--- src/rtl/frame_seq_pkg.sv ---
// rtl/frame_seq_pkg.sv - state encoding and stage-index constants for the frame sequencer
package frame_seq_pkg;

  typedef enum logic [2:0] {
    ST_IDLE = 3'd0,
    ST_JSTK = 3'd1,
    ST_COL  = 3'd2,
    ST_MOVE = 3'd3,
    ST_DRAW = 3'd4
  } state_t;

  localparam int NUM_STAGES = 4;

  localparam logic [1:0] IDX_JSTK = 2'd0;
  localparam logic [1:0] IDX_COL  = 2'd1;
  localparam logic [1:0] IDX_MOVE = 2'd2;
  localparam logic [1:0] IDX_DRAW = 2'd3;

  // Stage states are numbered 1..4, so a stage's index is its code minus one.
  function automatic logic [1:0] stage_idx(input state_t s);
    return 2'(s - 3'd1);
  endfunction

endpackage

--- src/rtl/stage_watchdog.sv ---
// rtl/stage_watchdog.sv - per-stage cycle counter that flags a stage that never finished
module stage_watchdog #(
  parameter int TIMEOUT_CYCLES = 1_000_000
) (
  input  logic clk,
  input  logic rst_n,
  input  logic clear,
  input  logic enable,
  output logic expire
);

  localparam int CW = (TIMEOUT_CYCLES > 1) ? $clog2(TIMEOUT_CYCLES) : 1;
  localparam logic [CW-1:0] LAST = CW'(TIMEOUT_CYCLES - 1);

  logic [CW-1:0] count;

  always_ff @(posedge clk or negedge rst_n) begin
    if (!rst_n) begin
      count <= '0;
    end else if (clear) begin
      count <= '0;
    end else if (enable && count != LAST) begin
      count <= count + CW'(1);
    end
  end

  assign expire = enable && (count == LAST);

endmodule

--- src/rtl/frame_update_sequencer.sv ---
// rtl/frame_update_sequencer.sv - orders joystick, collision, move and draw once per frame tick
module frame_update_sequencer
  import frame_seq_pkg::*;
#(
  parameter int TIMEOUT_CYCLES = 1_000_000,
  parameter int CNT_W          = 16
) (
  input  logic             Clk_100MHz,
  input  logic             Reset_n,
  input  logic             Run,
  input  logic             VMA_busy,
  input  logic             Clear_Flags,
  output logic             Jstk_Start,
  output logic             Col_Start,
  output logic             Move_Start,
  output logic             Draw_Start,
  input  logic             Jstk_Done,
  input  logic             Col_Done,
  input  logic             Move_Done,
  input  logic             Draw_Done,
  output logic             Busy,
  output logic [2:0]       Stage,
  output logic [CNT_W-1:0] Frame_Count,
  output logic             Overrun,
  output logic             Timeout
);

  state_t                  state, state_next;
  logic                    vma_q;
  logic                    tick;
  logic [NUM_STAGES-1:0]   done_v;
  logic [NUM_STAGES-1:0]   start_q, start_next;
  logic                    cur_done;
  logic                    expire;
  logic                    busy_q;
  logic [CNT_W-1:0]        frame_q;
  logic                    overrun_q, timeout_q;
  logic                    overrun_set, timeout_set, frame_inc;

  assign tick   = vma_q & ~VMA_busy;
  assign done_v = {Draw_Done, Move_Done, Col_Done, Jstk_Done};

  // A Done on the Start cycle itself belongs to a previous request and is ignored.
  assign cur_done = (state != ST_IDLE) && done_v[stage_idx(state)] && !start_q[stage_idx(state)];

  stage_watchdog #(
    .TIMEOUT_CYCLES(TIMEOUT_CYCLES)
  ) u_watchdog (
    .clk    (Clk_100MHz),
    .rst_n  (Reset_n),
    .clear  (|start_next),
    .enable (state != ST_IDLE),
    .expire (expire)
  );

  always_comb begin
    state_next  = state;
    start_next  = '0;
    overrun_set = 1'b0;
    timeout_set = 1'b0;
    frame_inc   = 1'b0;
    case (state)
      ST_IDLE: begin
        if (tick && Run) begin
          state_next           = ST_JSTK;
          start_next[IDX_JSTK] = 1'b1;
        end
      end
      ST_JSTK, ST_COL, ST_MOVE, ST_DRAW: begin
        overrun_set = tick;
        if (cur_done) begin
          if (state == ST_DRAW) begin
            state_next = ST_IDLE;
            frame_inc  = 1'b1;
          end else begin
            state_next                   = state_t'(state + 3'd1);
            start_next[stage_idx(state) + 2'd1] = 1'b1;
          end
        end else if (expire) begin
          state_next  = ST_IDLE;
          timeout_set = 1'b1;
        end
      end
      default: state_next = ST_IDLE;
    endcase
  end

  always_ff @(posedge Clk_100MHz or negedge Reset_n) begin
    if (!Reset_n) begin
      state     <= ST_IDLE;
      vma_q     <= 1'b0;
      start_q   <= '0;
      busy_q    <= 1'b0;
      frame_q   <= '0;
      overrun_q <= 1'b0;
      timeout_q <= 1'b0;
    end else begin
      state   <= state_next;
      vma_q   <= VMA_busy;
      start_q <= start_next;
      busy_q  <= (state_next != ST_IDLE);
      if (frame_inc) frame_q <= frame_q + CNT_W'(1);
      // Set has priority over a coincident clear.
      if (overrun_set)      overrun_q <= 1'b1;
      else if (Clear_Flags) overrun_q <= 1'b0;
      if (timeout_set)      timeout_q <= 1'b1;
      else if (Clear_Flags) timeout_q <= 1'b0;
    end
  end

  assign Jstk_Start  = start_q[IDX_JSTK];
  assign Col_Start   = start_q[IDX_COL];
  assign Move_Start  = start_q[IDX_MOVE];
  assign Draw_Start  = start_q[IDX_DRAW];
  assign Busy        = busy_q;
  assign Stage       = state;
  assign Frame_Count = frame_q;
  assign Overrun     = overrun_q;
  assign Timeout     = timeout_q;

endmodule
--- config.mk ---
export PLATFORM = sky130hd
export DESIGN_NAME = frame_update_sequencer
export DESIGN_NICKNAME = d
export VERILOG_FILES = /design/src/rtl/frame_seq_pkg.sv /design/src/rtl/stage_watchdog.sv /design/src/rtl/frame_update_sequencer.sv
export SDC_FILE = /design/constraint.sdc
export NUM_CORES = 1
export LEC_CHECK = 0
export CAP_MARGIN = 20
export CELL_PAD_IN_SITES_DETAIL_PLACEMENT = 1
export CELL_PAD_IN_SITES_GLOBAL_PLACEMENT = 2
export CORE_UTILIZATION = 34
export DETAILED_ROUTE_END_ITERATION = 6
export GPL_TIMING_DRIVEN = 0
export PLACE_DENSITY_LB_ADDON = 0.3
export SETUP_SLACK_MARGIN = 0.5
export SLEW_MARGIN = 20
export SYNTH_ARGS = -nofsm -noshare
export SYNTH_HDL_FRONTEND = slang
export SYNTH_SLANG_ARGS = --single-unit
--- constraint.sdc ---
create_clock -name Clk_100MHz -period 3.45 [get_ports Clk_100MHz]
set_input_delay 0.69 -clock Clk_100MHz [delete_from_list [all_inputs] [get_ports Clk_100MHz]]
set_output_delay 0.69 -clock Clk_100MHz [all_outputs]
set_load 0.005 [all_outputs]
* Yosys cells after proc, flatten, opt, wreduce, memory -nomap -nowiden *
Index checks and enable logic that the tools add are counted.

storage, ports and cells
  logic and storage cells = 67
  bits in registers = 47
  bits in read-only memories = 0
  memories = 0
  bits in latches = 0
  memory bits (writable) = 0
  input bits = 9

cells by class
  add/sub/neg operators = 5
  reduce and logical (&&, ||, !) cells = 15
  multiplexer cells = 28
  bitwise gates (word level) = 2
  shift-type cells = 0
  equal/unequal tests = 6
  order comparisons = 3
  div/mod/pow operators = 0
  multiply operators = 0

operators by type and width
  kind                                                                                  number
  20-bit 2-to-1 mux                                                                     2
  20-bit by 1-bit adder with 20-bit output (second input constant)                      1
  20-bit equality test (second input constant)                                          1
  20-bit inequality test (second input constant)                                        1
  16-bit by 1-bit adder with 16-bit output (second input constant)                      1
  3-bit 2-to-1 mux                                                                      5
  1-bit 2-to-1 mux                                                                      14
  4-bit 2-to-1 mux                                                                      2
  4-bit OR reduction                                                                    2
  3-bit by 2-bit equality test with 1-bit output (second input constant)                2
  1-bit logical AND                                                                     6
  2-bit by 3-bit < comparator with 1-bit output (second input constant)                 2
  3-bit case mux with 2 select lines                                                    1
  2-bit nonzero test                                                                    3
  3-bit nonzero test                                                                    2
  1-bit binary-select mux with 2-bit select                                             2
  3-bit by 1-bit adder with 3-bit output (second input constant)                        1
  3-bit by 1-bit equality test with 1-bit output (second input constant)                1
  3-bit equality test (second input constant)                                           1
  3-bit zero test                                                                       1
  2-bit by 1-bit adder with 2-bit output (second input constant)                        1
  1-bit demux with 2-bit select                                                         1
  2-bit by 1-bit greater-or-equal comparator with 1-bit output (second input constant)  1
  1-bit case mux with 2 select lines                                                    1
  other kinds (4)                                                                       4

* Longest topological paths before layout *
  word-level depth = 11
  depth in mapped cells = 9
  gate-level depth less buffers = 8

* Cells and area by module *
A second synthesis with hierarchy kept.

second synthesis, totals
  cell total of the unflattened synthesis = 234
  area, all modules = 2,461.1 um^2

by module, submodules not included
  module                  cells each  seq. area each (um^2)  times used  area each (um^2)
  frame_update_sequencer  117         675.6                  1           1,325.0
  stage_watchdog          117         500.5                  1           1,136.1

* Worst setup path after synthesis *
OpenSTA, ideal clock, no wires.

  kind = register to register
  start point = reg state[0] (netlist: Stage[0])
  end point = reg frame_q[15] (netlist: Frame_Count[15])
  stages on the path, launching flop included = 9
  path slack = 960 ps
  required time = 3,371 ps
  path buffers = 0
  period minus slack after synthesis = 2,490 ps
  arrival = 2,411 ps
  cells stage by stage = dfrtp_1 > inv_1 > ha_1 > nor4b_1 > a31oi_2 > a21oi_1 > nand4_1 > nor2_1 > xor2_1

on the way
  word-level cells in the longest chain between the ends = 7

ends and longest elaborated chain
  element                                                      RTL line                       RTL
  start, declared                                              frame_update_sequencer.sv:28   state_t state, state_next;
  start signal, assigned                                       frame_update_sequencer.sv:98   state <= state_next;
  2-bit by 1-bit subtractor with 2-bit output                  frame_seq_pkg.sv:21            return 2'(s - 3'd1);
  1-bit binary-select mux with 2-bit select                    frame_update_sequencer.sv:44   assign cur_done = (state != ST_IDLE) && done_v[stage_idx(state)] && !start_q[stage_idx(state)];
  1-bit 2-to-1 mux (not written as such)                       frame_update_sequencer.sv:44
  1-bit logical AND / 1-bit zero test (equally long branches)  frame_update_sequencer.sv:44
  1-bit logical AND                                            frame_update_sequencer.sv:44
  1-bit 2-to-1 mux                                             frame_update_sequencer.sv:71   if (cur_done) begin
  1-bit 2-to-1 mux *                                           frame_update_sequencer.sv:62   case (state)
  end signal, assigned                                         frame_update_sequencer.sv:102  if (frame_inc) frame_q <= frame_q + CNT_W'(1);
  end, declared                                                frame_update_sequencer.sv:36   logic [CNT_W-1:0] frame_q;

Every way passes the cells marked *; elsewhere a longest branch is shown, timed or not. The select of a mux whose other input is x is not followed.
A chain may end at the register's enable or synchronous reset.

* Worst setup path in the final report *
  start point = reg state[0] (netlist: Stage[0])
  end point = reg busy_q (netlist: Busy)

on the way
  word-level cells in the longest chain between the ends = 8

ends and longest elaborated chain
  element                                                      RTL line                       RTL
  2-bit by 1-bit subtractor with 2-bit output                  frame_seq_pkg.sv:21
  1-bit binary-select mux with 2-bit select                    frame_update_sequencer.sv:44
  1-bit 2-to-1 mux (not written as such)                       frame_update_sequencer.sv:44
  1-bit logical AND / 1-bit zero test (equally long branches)  frame_update_sequencer.sv:44
  1-bit logical AND                                            frame_update_sequencer.sv:44
  3-bit 2-to-1 mux                                             frame_update_sequencer.sv:71
  3-bit case mux with 2 select lines *                         frame_update_sequencer.sv:62
  net state_next[0]                                            frame_update_sequencer.sv:28
  3-bit nonzero test *                                         frame_update_sequencer.sv:101  busy_q <= (state_next != ST_IDLE);
  end signal, assigned                                         frame_update_sequencer.sv:101
  end, declared                                                frame_update_sequencer.sv:35   logic busy_q;

The timed path passes the listed nets; every way through them passes the cells marked *. The select of a mux whose other input is x is not followed.

==> run metrics <==
DR iter-0 viols=25; Post-Synthesis Net Count=240; count of final hold-check violations=0; crit path launch type=register; worst stage delay on the critical path=0.55 ns; Clock Tree Root=clkbuf_8; placer's final routability congestion estimate=0.712; Primary FF master, synth=dfrtp_1; critical path's slowest cell=dfrtp_1; CP Class=register to register; relative slew slack=55.0%; final wirelength=5.38 mm; synth unique cells=46; row cnt=29; antenna viol nets, final=0; worst min-delay path class=input pin to asynchronous set/reset pin; Avg WL per Cell=15.7 µm; overall routing resource usage=16.9%; Max Fclk=371 MHz; vias in the first global route=1904; Avg Vias per Cell=5.18; Worst-Margin Slew=0.670 ns; CTS H-Tree Depth=2; status=completed; Die Y-Extent=85.0 µm; n_diodes=0; Slew Limit Fails=0; synth warn=0; MaxCap Viol Count=0; Worst Path Arrival=2.88 ns; total power=1.66 mW; # IOs=35; worst clock skew=0.00919 ns; first-pass GRT wire length=9.60 mm; area growth from synthesis to layout=25.3%; Post-DP Area=2800 µm²; Post-route DRC=0; peak supply drop=0.227 mV; Mean Syn Cell Area=10.5 µm²; Worst-path clk slew=0.09 ns; CP max FO=9; CP Capture Type=register; Synth async-reset ratio=100%; fin crit share=78.2%; final setup fails=0; GR Overflow Total=0; Die W=85.0 µm; sequential area share after synthesis=50.2%; register bit total from synthesis=47; first drt pass iteration count=4; Clock Sink Count=47; # nets final=282; unrepaired setup endpoints after global routing=no; cell breakdown of the critical path=inv_1 -> ha_1 -> nor4b_2 -> a31oi_2 -> and2_4 -> and4_4 -> a211o_1 -> or3_1; total die area=7230 µm²; EDFF count, synth=0; Post-Synthesis Cell Area=2340 µm²; clock buffer depth=2; Final TNS setup=0 ns; PwrDens=564 nW/µm²; initial antenna violation count=0; Inserted Clock Buffers=5; CTS tree=done; Clock Latency Late Sink=0.30 ns; largest net degree at the start of global routing=32; Pleak=1.37 nW; IO Port Bufs=34; post-layout min period=2.70 ns; DR vias=1778; Mapped Cells=223; Initial Util=36.1%; Critical Path RT=3.64 ns; layout cells sized above 1=10.2%; post-route cell area=2940 µm²; DP HPWL=3.89 mm; core box area=6490 µm²
state kept, by name, summed over array words and instances (netlist names):
| name | cells |
|---|---|
| Stage | 3 |
| vma_q | 1 |
| Busy | 1 |
| Overrun | 1 |
| start_q | 4 |
| Timeout | 1 |
| u_watchdog.count | 20 |
| Frame_Count | 16 |
per-layer routing:
metal	vias up	global-route usage [%]	part of all wire (%)	wire length, µm
li1	860	-	-	-
met1	883	22.5	49	2620
met2	29	27.7	47	2500
met3	6	3.21	3.3	179
met4	0	5.55	1.4	76
met5	-	0	0	0
worst max-delay path, delay by kind of cell, from the launching register on:
kind / cells / cell delay (ns)
AO/OA/AOI/OAI: 2 / 0.36
adder cells (fa/ha/maj): 1 / 0.41
buffers and inverters: 1 / 0.19
flip-flops: 1 / 0.55
AND/OR/NAND/NOR: 4 / 1.08
cells in the mapped netlist, types with 2 or more instances:
library cell / number / share of area (%)
a211o_1: 2 / 0.75
nand3_1: 12 / 2.6
and3_1: 12 / 3.2
ha_1: 8 / 4.3
xnor2_1: 12 / 4.5
nand4_1: 12 / 3.2
xor2_1: 22 / 8.2
nor3b_1: 2 / 0.64
and4_1: 2 / 0.75
nand3b_1: 3 / 0.96
nor2_1: 30 / 4.8
nor3_1: 5 / 1.1
dfrtp_1: 47 / 50
clkbuf_1: 2 / 0.32
nand2_1: 13 / 2.1
a21oi_1: 3 / 0.64
inv_1: 6 / 0.96
o21ai_0: 2 / 0.43
worst paths after layout:
check,from,to,slack (ns),depth (start not counted)
hold / removal,Reset_n,Frame_Count[2],0.31,1
setup reg to reg,Stage[0],Busy,0.75,8
min in group Clk_100MHz,Frame_Count[15],Frame_Count[15],0.48,1
setup / recovery,Stage[0],Busy,0.75,8
max in group asynchronous,Reset_n,vma_q,2.64,2
hold reg to reg,Frame_Count[15],Frame_Count[15],0.48,1
layout by cell type (no fill, tap or decap), types with 2 or more instances in the layout:
| master | count |
|---|---|
| dfrtp_1 | 47 |
| clkdlybuf4s50_1 | 33 |
| nor2_1 | 30 |
| xor2_1 | 22 |
| nand2_1 | 13 |
| and3_1 | 12 |
| nand3_1 | 12 |
| nand4_1 | 12 |
| xnor2_1 | 12 |
| ha_1 | 8 |
| inv_1 | 6 |
| clkbuf_8 | 6 |
| nor3_1 | 4 |
| nand3b_1 | 3 |
| nor3b_1 | 2 |
| a21oi_1 | 2 |
| a211o_1 | 2 |
| o21ai_0 | 2 |
| and4_1 | 2 |
| clkbuf_2 | 2 |
area by class of cell:
| cell class | count | area (µm²) |
|---|---|---|
| Timing Repair Buffer | 35 | 355 |
| Fill cell | 735 | 3560 |
| Inverter | 6 | 22.5 |
| Sequential cell | 47 | 1180 |
| Tap cell | 77 | 96.3 |
| Clock buffer | 6 | 82.6 |
| Buffer | 4 | 28.8 |
| Multi-Input combinational cell | 166 | 1140 |
| Clock inverter | 2 | 35.0 |
metrics by stage:
| step | hold slack (ns) | util [%] | cells | setup slack (ns) |
|---|---|---|---|---|
| finish | 0.309 | 45.3 | 343 | 0.753 |
| global route | 0.339 | 45.3 | 343 | 0.551 |
| CTS | 0.315 | 44.9 | 343 | 0.526 |
| detailed placement | 0.461 | 43.1 | 335 | 0.278 |
| global placement | 0.460 | 42.8 | 334 | 0.277 |
| floorplan | 0.394 | - | 223 | 0.960 |
power by group:
part | internal [mW] | switching, mW
registers | 0.610 | 0.0644
logic | 0.250 | 0.311
clock network | 0.235 | 0.189
total | 1.09 | 0.564
logic make-up (layout without fill, tap and decap cells):
logic type	after synthesis	after routing	synth area share, %
buf+inv	10	53	2.08
xor+xnor	34	34	12.7
fa+ha+maj	8	8	4.27
mux	2	2	0.907
compound gates	15	15	4.80
simple gates	107	107	25.1
flops	47	47	50.2
repair_timing:
item	CTS	global route
resized for setup	1	7
hold buffers	0	0
setup buffers	0	0
setup endpoints to repair	8	29
Note: power is estimated with default switching activity, not from simulation.
